[src/rtl/chi_pkg.sv]
// chi_pkg: shared CHI link-layer types and constants
// Provides the link state enum, the ReqLCrdReturn opcode and the opcode field position.
package chi_pkg;
   typedef enum logic [2:0] {STOP, ACTIVATE, RUN, DEACT, RETURN} chi_link_state_e;
   localparam logic [6:0] REQ_LCRD_RETURN = 7'h00;
   localparam int REQ_OPCODE_LSB = 0;
   localparam int REQ_OPCODE_MSB = 6;
   localparam int CHI_MAX_LCRD = 15;
endpackage

[src/rtl/chi_flit_fifo.sv]
// chi_flit_fifo: synchronous FIFO for request flits
// Ports: clk, resetn (sync active-low), push/din write side, pop/dout read side
// (dout shows the head entry), full/empty status.
module chi_flit_fifo #(
   parameter int WIDTH = 100,
   parameter int DEPTH = 4
) (
   input  logic             clk,
   input  logic             resetn,
   input  logic             push,
   input  logic [WIDTH-1:0] din,
   input  logic             pop,
   output logic [WIDTH-1:0] dout,
   output logic             full,
   output logic             empty
);
   localparam int AW = $clog2(DEPTH);
   logic [WIDTH-1:0] mem [DEPTH];
   logic [AW:0] wptr, rptr;
   assign empty = wptr == rptr;
   assign full = (wptr[AW] != rptr[AW]) && (wptr[AW-1:0] == rptr[AW-1:0]);
   assign dout = mem[rptr[AW-1:0]];
   always_ff @(posedge clk) begin
      if (!resetn) begin
         wptr <= '0;
         rptr <= '0;
      end else begin
         if (push && !full) begin
            mem[wptr[AW-1:0]] <= din;
            wptr <= wptr + 1'b1;
         end
         if (pop && !empty) rptr <= rptr + 1'b1;
      end
   end
endmodule

[src/rtl/chi_req_tx_link.sv]
// chi_req_tx_link: CHI-B REQ channel TX link layer with credit tracking
// Ports: clk, resetn (sync active-low), link_en/link_active link control,
// up_valid/up_ready/up_flit upstream flits, reqflitpend/reqflitv/req_flit CHI REQ channel,
// reqlcrdv incoming credits, credit_cnt credits held, err_credit sticky credit error.
module chi_req_tx_link
   import chi_pkg::*;
#(
   parameter int REQ_FLIT_WIDTH = 100,
   parameter int FIFO_DEPTH = 4,
   parameter int MAX_CREDITS = CHI_MAX_LCRD,
   localparam int CRED_W = $clog2(MAX_CREDITS + 1)
) (
   input  logic                      clk,
   input  logic                      resetn,
   input  logic                      link_en,
   output logic                      link_active,
   input  logic                      up_valid,
   output logic                      up_ready,
   input  logic [REQ_FLIT_WIDTH-1:0] up_flit,
   output logic                      reqflitpend,
   output logic                      reqflitv,
   output logic [REQ_FLIT_WIDTH-1:0] req_flit,
   input  logic                      reqlcrdv,
   output logic [CRED_W-1:0]         credit_cnt,
   output logic                      err_credit
);
   chi_link_state_e state, state_next;
   logic fifo_full, fifo_empty, send, ret, consume, grant, err_set;
   logic [REQ_FLIT_WIDTH-1:0] fifo_dout, ret_flit;
   logic [CRED_W-1:0] cnt_next;
   chi_flit_fifo #(.WIDTH(REQ_FLIT_WIDTH), .DEPTH(FIFO_DEPTH)) u_fifo (
      .clk(clk), .resetn(resetn), .push(up_valid && up_ready), .din(up_flit),
      .pop(send), .dout(fifo_dout), .full(fifo_full), .empty(fifo_empty)
   );
   assign up_ready = (state == RUN) && !fifo_full;
   always_comb begin
      state_next = state;
      send = !fifo_empty && (credit_cnt != '0) && (state == RUN || state == DEACT);
      ret = (state == RETURN) && (credit_cnt != '0);
      consume = send || ret;
      // grants while STOP are never banked
      grant = reqlcrdv && (state != STOP);
      err_set = reqlcrdv && (state == STOP || (credit_cnt == CRED_W'(MAX_CREDITS) && !consume));
      cnt_next = (grant && !consume) ? ((credit_cnt == CRED_W'(MAX_CREDITS)) ? credit_cnt : credit_cnt + 1'b1) :
                 (!grant && consume) ? credit_cnt - 1'b1 : credit_cnt;
      ret_flit = '0;
      ret_flit[REQ_OPCODE_MSB:REQ_OPCODE_LSB] = REQ_LCRD_RETURN;
      case (state)
         STOP:     state_next = link_en ? ACTIVATE : STOP;
         ACTIVATE: state_next = reqlcrdv ? RUN : (!link_en && credit_cnt == '0) ? STOP : ACTIVATE;
         RUN:      state_next = link_en ? RUN : DEACT;
         DEACT:    state_next = (fifo_empty && !send) ? RETURN : DEACT;
         RETURN:   state_next = (credit_cnt == '0 && !reqlcrdv) ? STOP : RETURN;
         default:  state_next = STOP;
      endcase
   end
   always_ff @(posedge clk) begin
      if (!resetn) begin
         state <= STOP;
         credit_cnt <= '0;
         err_credit <= 1'b0;
         reqflitv <= 1'b0;
         req_flit <= '0;
         reqflitpend <= 1'b0;
         link_active <= 1'b0;
      end else begin
         state <= state_next;
         credit_cnt <= cnt_next;
         err_credit <= err_credit || err_set;
         reqflitv <= consume;
         if (consume) req_flit <= send ? fifo_dout : ret_flit;
         // status outputs registered from the next state so they track the state register exactly
         reqflitpend <= state_next != STOP;
         link_active <= state_next == RUN;
      end
   end
endmodule

[config.mk]
export PLATFORM = sky130hd
export DESIGN_NAME = chi_req_tx_link
export DESIGN_NICKNAME = d
export VERILOG_FILES = /design/src/rtl/chi_pkg.sv /design/src/rtl/chi_flit_fifo.sv /design/src/rtl/chi_req_tx_link.sv
export SDC_FILE = /design/constraint.sdc
export NUM_CORES = 1
export LEC_CHECK = 0
export ABC_AREA = 1
export CAP_MARGIN = 20
export CORE_MARGIN = 2
export CORE_UTILIZATION = 56
export DETAILED_ROUTE_END_ITERATION = 10
export PLACE_DENSITY = 0.8
export SLEW_MARGIN = 20
export SYNTH_ARGS = -nofsm -noshare
export SYNTH_HDL_FRONTEND = slang
export SYNTH_SLANG_ARGS = --single-unit
[constraint.sdc]
create_clock -name clk -period 7.8 [get_ports clk]
set_input_delay 0.78 -clock clk [delete_from_list [all_inputs] [get_ports clk]]
set_output_delay 0.78 -clock clk [all_outputs]
set_load 0.01 [all_outputs]
# ---- Word level (Yosys, flattened, before mapping)
# Memories as Yosys holds them, arrays and structs flattened. A register that Yosys moved wholly into a read port is not among the register bits.
# Index checks and enable logic that the tools add are counted.
# W data, S select, Z words.
dict set report word_totals {
  ff_bits 117
  mem_bits_rw 400
  output_inout_bits 109
  wordCells 74
  mem_count 1
}
dict set report classes {
  n_addsub 4
  n_eq_ne 10
  muxes 16
  n_reduce_logical 34
}
# memory words width read_ports rd_ports_with_merged_regs write_ports line_no
set memory_table {}
lappend memory_table {u_fifo.mem 4 100 1 1 1 chi_flit_fifo.sv:18} ;# logic [WIDTH-1:0] mem [DEPTH];
# cell count
set ops {}
lappend ops {{$mux W100} 1}
lappend ops {{$logic_and A1 B1 Y1} 16}
lappend ops {{$pmux W3 S5} 1}
lappend ops {{$mux W4} 3}
lappend ops {{$eq A3 B2 Y1 const B} 3}
lappend ops {{$logic_not A1 Y1} 7}
lappend ops {{$add A3 B1 Y3 const B} 2}
lappend ops {{$mux W1} 6}
lappend ops {{$mux W2} 3}
lappend ops {{$mux W3} 2}
lappend ops {{$reduce_bool A3 Y1} 2}
lappend ops {{$add A4 B1 Y4 const B} 1}
lappend ops {{$eq A4 B4 Y1 const B} 1}
lappend ops {{$logic_not A4 Y1} 1}
lappend ops {{$logic_or A1 B1 Y1} 4}
lappend ops {{$reduce_bool A4 Y1} 1}
lappend ops {{$sub A4 B1 Y4 const B} 1}
lappend ops {{$eq A3 B1 Y1 const B} 1}
lappend ops {{$eq A3 B3 Y1} 1}
lappend ops {{$eq A3 B3 Y1 const B} 1}
lappend ops {{$logic_not A3 Y1} 1}
lappend ops {{$eq A2 B2 Y1} 1}
lappend ops {{$ne A2 B2 Y1 const B} 1}
lappend ops {{$reduce_and A2 Y1} 1}
lappend ops {{other kinds (2)} 2}

# ---- Logic depth before layout (Yosys ltp)
dict set report depth {
  depth_word 10
  mapped_depth 16
  depth_no_buf 16
}

# ---- Hierarchy
# Synthesis repeated with hierarchy kept, for this count alone.
dict set report hier_totals {
  cells_unflattened 1570
  hier_area_um2 19623.8
}
# mod n_inst cells_each area_per_inst_um2
set modules_own_cells {}
lappend modules_own_cells {chi_flit_fifo 1 1042 15416.0}
lappend modules_own_cells {chi_req_tx_link 1 528 4207.8}

# ---- Least setup slack after synthesis
# No wires, ideal clock.
dict set report synth_timing {
  path_type {in2reg}
  startpoint {input resetn}
  endpoint {memory u_fifo.mem[0][0], enable pin}
  setup_time_ps 560
  arrival_ps 5272
  path_slack_ps 1968
  path_stages 3
  n_path_buf 1
  path_cell_list {clkbuf_1 -> nand2_1 -> nor2_1}
}
dict set report synth_between {
  elab_chain_cells 2
}
# item line_no
set synth_lines {}
lappend synth_lines {{start, declared} chi_req_tx_link.sv:14} ;# input logic resetn,
lappend synth_lines {{$mux W1} chi_flit_fifo.sv:24} ;# if (!resetn) begin
lappend synth_lines {{$mux W1 (implied by the code)} chi_flit_fifo.sv:29} ;# mem[wptr[AW-1:0]] <= din;
lappend synth_lines {{end, declared} chi_flit_fifo.sv:18}
# No other way between the ends.

==> impl_metrics.ini <==
[outcome]
outcome = completed

[pwr]
p_total_w = 0.005682
swShare_pct = 19.01
pwr-share-clk_pct = 44.3
intPower_w = 0.004602
p_switching_w = 0.001080
power.leakage_nw = 7.650
power_frac_comb_pct = 2.9
ir_drop_mv = 0.1632
power_density_mw_per_mm2 = 242.7
seqPwrFrac_pct = 52.7

[clock_network]
cts-root-buf = clkbuf_16
cts_tree = yes
cts_hold_buf = 0
clock_sinks = 519
cts_max_path_buffers = 3
ctsResizeCount = 0
clk_transition_reported_paths_ns = 0.06
htreeDepth = 2
cts-buffers-inserted = 51
cts_setup_buffers = 0
clk_latency_ns = 0.56

[floorplanning]
core_sq_mm = 0.03370
ios = 214
fp.dieW_microns = 189.4
die_y_microns = 189.4
fp.dieArea_sq_mm = 0.03588
rows = 67
start_util_pct = 57.14

[sta]
rsz0062_at_grt = no
worst_slew_pin_slew_ns = 1.114
fin_crit_sh_pct = 40.95
drv_slew = 0
setup_violations = 0
hold_ws_ns = 0.4528
skew_ns = 0.01256
min_period_ns = 3.194
finalWorstSetupSlack_ns = 4.606
tns_ns = 0
finalHoldViolCount = 0
fmax_mhz = 313.1
relSlewSlack_pct = 25.72

[critical_path]
r2r_setup_slack_ns = 4.61
worstPathArrival_ns = 3.67
cp-start-kind = register
critPathRequiredTime_ns = 8.28
end_kind = register
r2r-end = req_flit[71]$_SDFFE_PN0P_
worstSetupPathType = reg2reg
critPathMaxFanout = 102
ff2ff_path_depth = 6

[placement]
placed_area_sq_mm = 0.02163
numPortBuffers = 213
pre_cts_ws_ns = 4.099
hpwl_microns = 23180
globalplace.congestion = 0.7860

[synth]
synth_cells = 1546
yosys.area_share.xor_xnor_pct = 0.1300
synth_top_area_cell = edfxtp_1
synth.area.top_cells = edfxtp_1 62%, dfxtp_1 12%, nor2_1 6.3%
synth_most_common_cell = edfxtp_1
synth_top_cell_area_share_pct = 62.38
synthAdderAreaFrac_pct = 0.5588
async_flop_share_pct = 0
synthFlopType = edfxtp_1
synth_seq_cells = 519
syn_nets = 1659
syn_area_per_cell_sq_um = 12.45
synth-compound-area-share_pct = 10.43
ys_top_cells_by_count = 400 x edfxtp_1, 324 x nor2_1, 226 x nand2_1
synth.mux.area_fraction_pct = 0
yosys.area_share.simple_pct = 11.18
synth_cell_type_count = 27
ys_seq_area_share_pct = 74.75
synth_top_family_by_area = simple AND/OR/NAND/NOR gates
synth_edf_count = 400
ys_warn_count = 0
syn_area_sq_mm = 0.01925

[worst_hold_path]
holdPathStages = 2
holdPathEnd = err_credit$_SDFF_PN0_
min-delay-start = err_credit$_SDFF_PN0_
min_path_type = reg2reg

[drt]
drc = 0
antenna_left = 0
drt_first_pass_iters = 7
drtIter0Drc = 1290
via_per_inst = 5.686
wl_per_cell_microns = 18.97
routed_wirelength_microns = 42070
vias = 12610

[global_routing]
grt_pass1_wl_microns = 65470
track_usage_pct = 23.17
grt_pass1_vias = 12390
grt_antenna_before_repair = 7
grt_max_degree = 125
grt-ovfl-total = 0

[cells_and_area]
fillers = 2228
area_delta_synth_final_pct = 21.61
postLayoutCellArea_sq_mm = 0.02342
layout.nets = 1838
layout-drive-gt1-share_pct = 5.999

[run]
maxCapViolCount = 0
-- cells by family (layout without fill, tap and decap cells) --
group / Yosys count / after routing
compound gates: 325 / 325
xor+xnor: 2 / 2
fa+ha+maj: 8 / 8
buf+inv: 128 / 349
flops: 519 / 519
other cells: 0 / 3
simple gates: 564 / 564
-- sequential cells by signal, indices dropped and copies added, names as in the netlist, named ones only --
register	flops
link_active	1
err_credit	1
reqflitv	1
req_flit	100
u_fifo.mem	400
credit_cnt	4
u_fifo.wptr	3
state	3
reqflitpend	1
u_fifo.rptr	3
-- per-layer routing --
layer / wire, microns / part of all wire, % / global-route usage [%] / up-vias
met5: 47 / 0.11 / 0 / -
met4: 1026 / 2.4 / 7.573 / 8
met3: 3847 / 9.1 / 5.431 / 84
met2: 19690 / 47 / 37.22 / 546
met1: 17460 / 41 / 31.52 / 6076
li1: - / - / - / 5898
-- worst max-delay path by stage --
stage / cells past startpoint / to / startpoint
floorplan: 3 / u_fifo.mem[0][0]$_DFFE_PP_ / resetn
global placement: 5 / u_fifo.mem[2][52]$_DFFE_PP_ / resetn
detailed placement: 5 / u_fifo.mem[2][51]$_DFFE_PP_ / resetn
CTS: 6 / req_flit[59]$_SDFFE_PN0P_ / register
global route: 6 / req_flit[59]$_SDFFE_PN0P_ / register
finish: 6 / req_flit[71]$_SDFFE_PN0P_ / register
-- power by group through the flow --
stage,registers [W],logic [W],clock network (W)
3_3_place_gp,0.00305,0.000159,0
2_1_floorplan,0.00306,0.0000593,0
6_report,0.00300,0.000167,0.00252
3_5_place_dp,0.00306,0.000165,0
4_1_cts,0.00300,0.000167,0.00255
5_1_grt,0.00300,0.000183,0.00265
-- worst max-delay path, stage by stage, from the launching register on --
cell and delay, ns:
dfxtp_4 0.59, inv_6 0.66, buf_4 0.93, nor2_1 0.09
o32ai_1 0.45, nand2_1 0.11, a21oi_1 0.15
-- final cells by class --
| class | count | area (sq um) | share of cell area, % |
|---|---|---|---|
| well taps | 448 | 560.5 | 2.394 |
| multi-input cells | 899 | 4323 | 18.46 |
| clock buffers | 78 | 1560 | 6.663 |
| repair buffers | 226 | 2237 | 9.554 |
| flip-flops and latches | 519 | 14400 | 61.50 |
| clock inverters | 17 | 206.4 | 0.8816 |
| inverters | 28 | 120.1 | 0.5130 |
| diodes | 3 | 7.507 | 0.03206 |
-- through the flow --
| step | cells | utilization [%] |
|---|---|---|
| after floorplan | 1546 | - |
| after global placement | 2120 | 64.19 |
| after CTS | 2215 | 69.43 |
| after global routing | 2216 | 69.47 |
| final | 2218 | 69.48 |
| after detailed placement | 2120 | 64.19 |
-- cell usage in the layout, fill, tap and decap left out --
cell type | netlist | final
nand4_1 | 6 | 6
nand3_2 | 1 | 1
nand2_1 | 226 | 226
and3_1 | 1 | 1
clkbuf_16 | 0 | 53
dfxtp_4 | 0 | 2
xnor2_2 | 1 | 1
bufinv_16 | 0 | 5
nand3_1 | 2 | 2
clkbuf_8 | 0 | 14
inv_2 | 4 | 1
nor4_1 | 1 | 1
ha_1 | 7 | 7
a31oi_1 | 1 | 1
nand2_2 | 2 | 2
xor2_1 | 1 | 1
nor3_1 | 1 | 1
clkinv_2 | 0 | 5
diode_2 | 0 | 3
nor2_4 | 0 | 4
a21oi_1 | 111 | 111
clkinv_4 | 0 | 1
inv_6 | 0 | 2
clkdlybuf4s50_1 | 0 | 213
inv_1 | 24 | 23
dfxtp_1 | 119 | 117
nor2_1 | 324 | 320
buf_6 | 1 | 2
fa_1 | 1 | 1
o21ai_0 | 111 | 111
buf_4 | 11 | 11
edfxtp_1 | 400 | 400
o32ai_1 | 100 | 100
o211ai_1 | 2 | 2
clkinv_1 | 0 | 6
clkbuf_1 | 55 | 11
inv_4 | 0 | 2
Power figures use the tool's default switching activity.
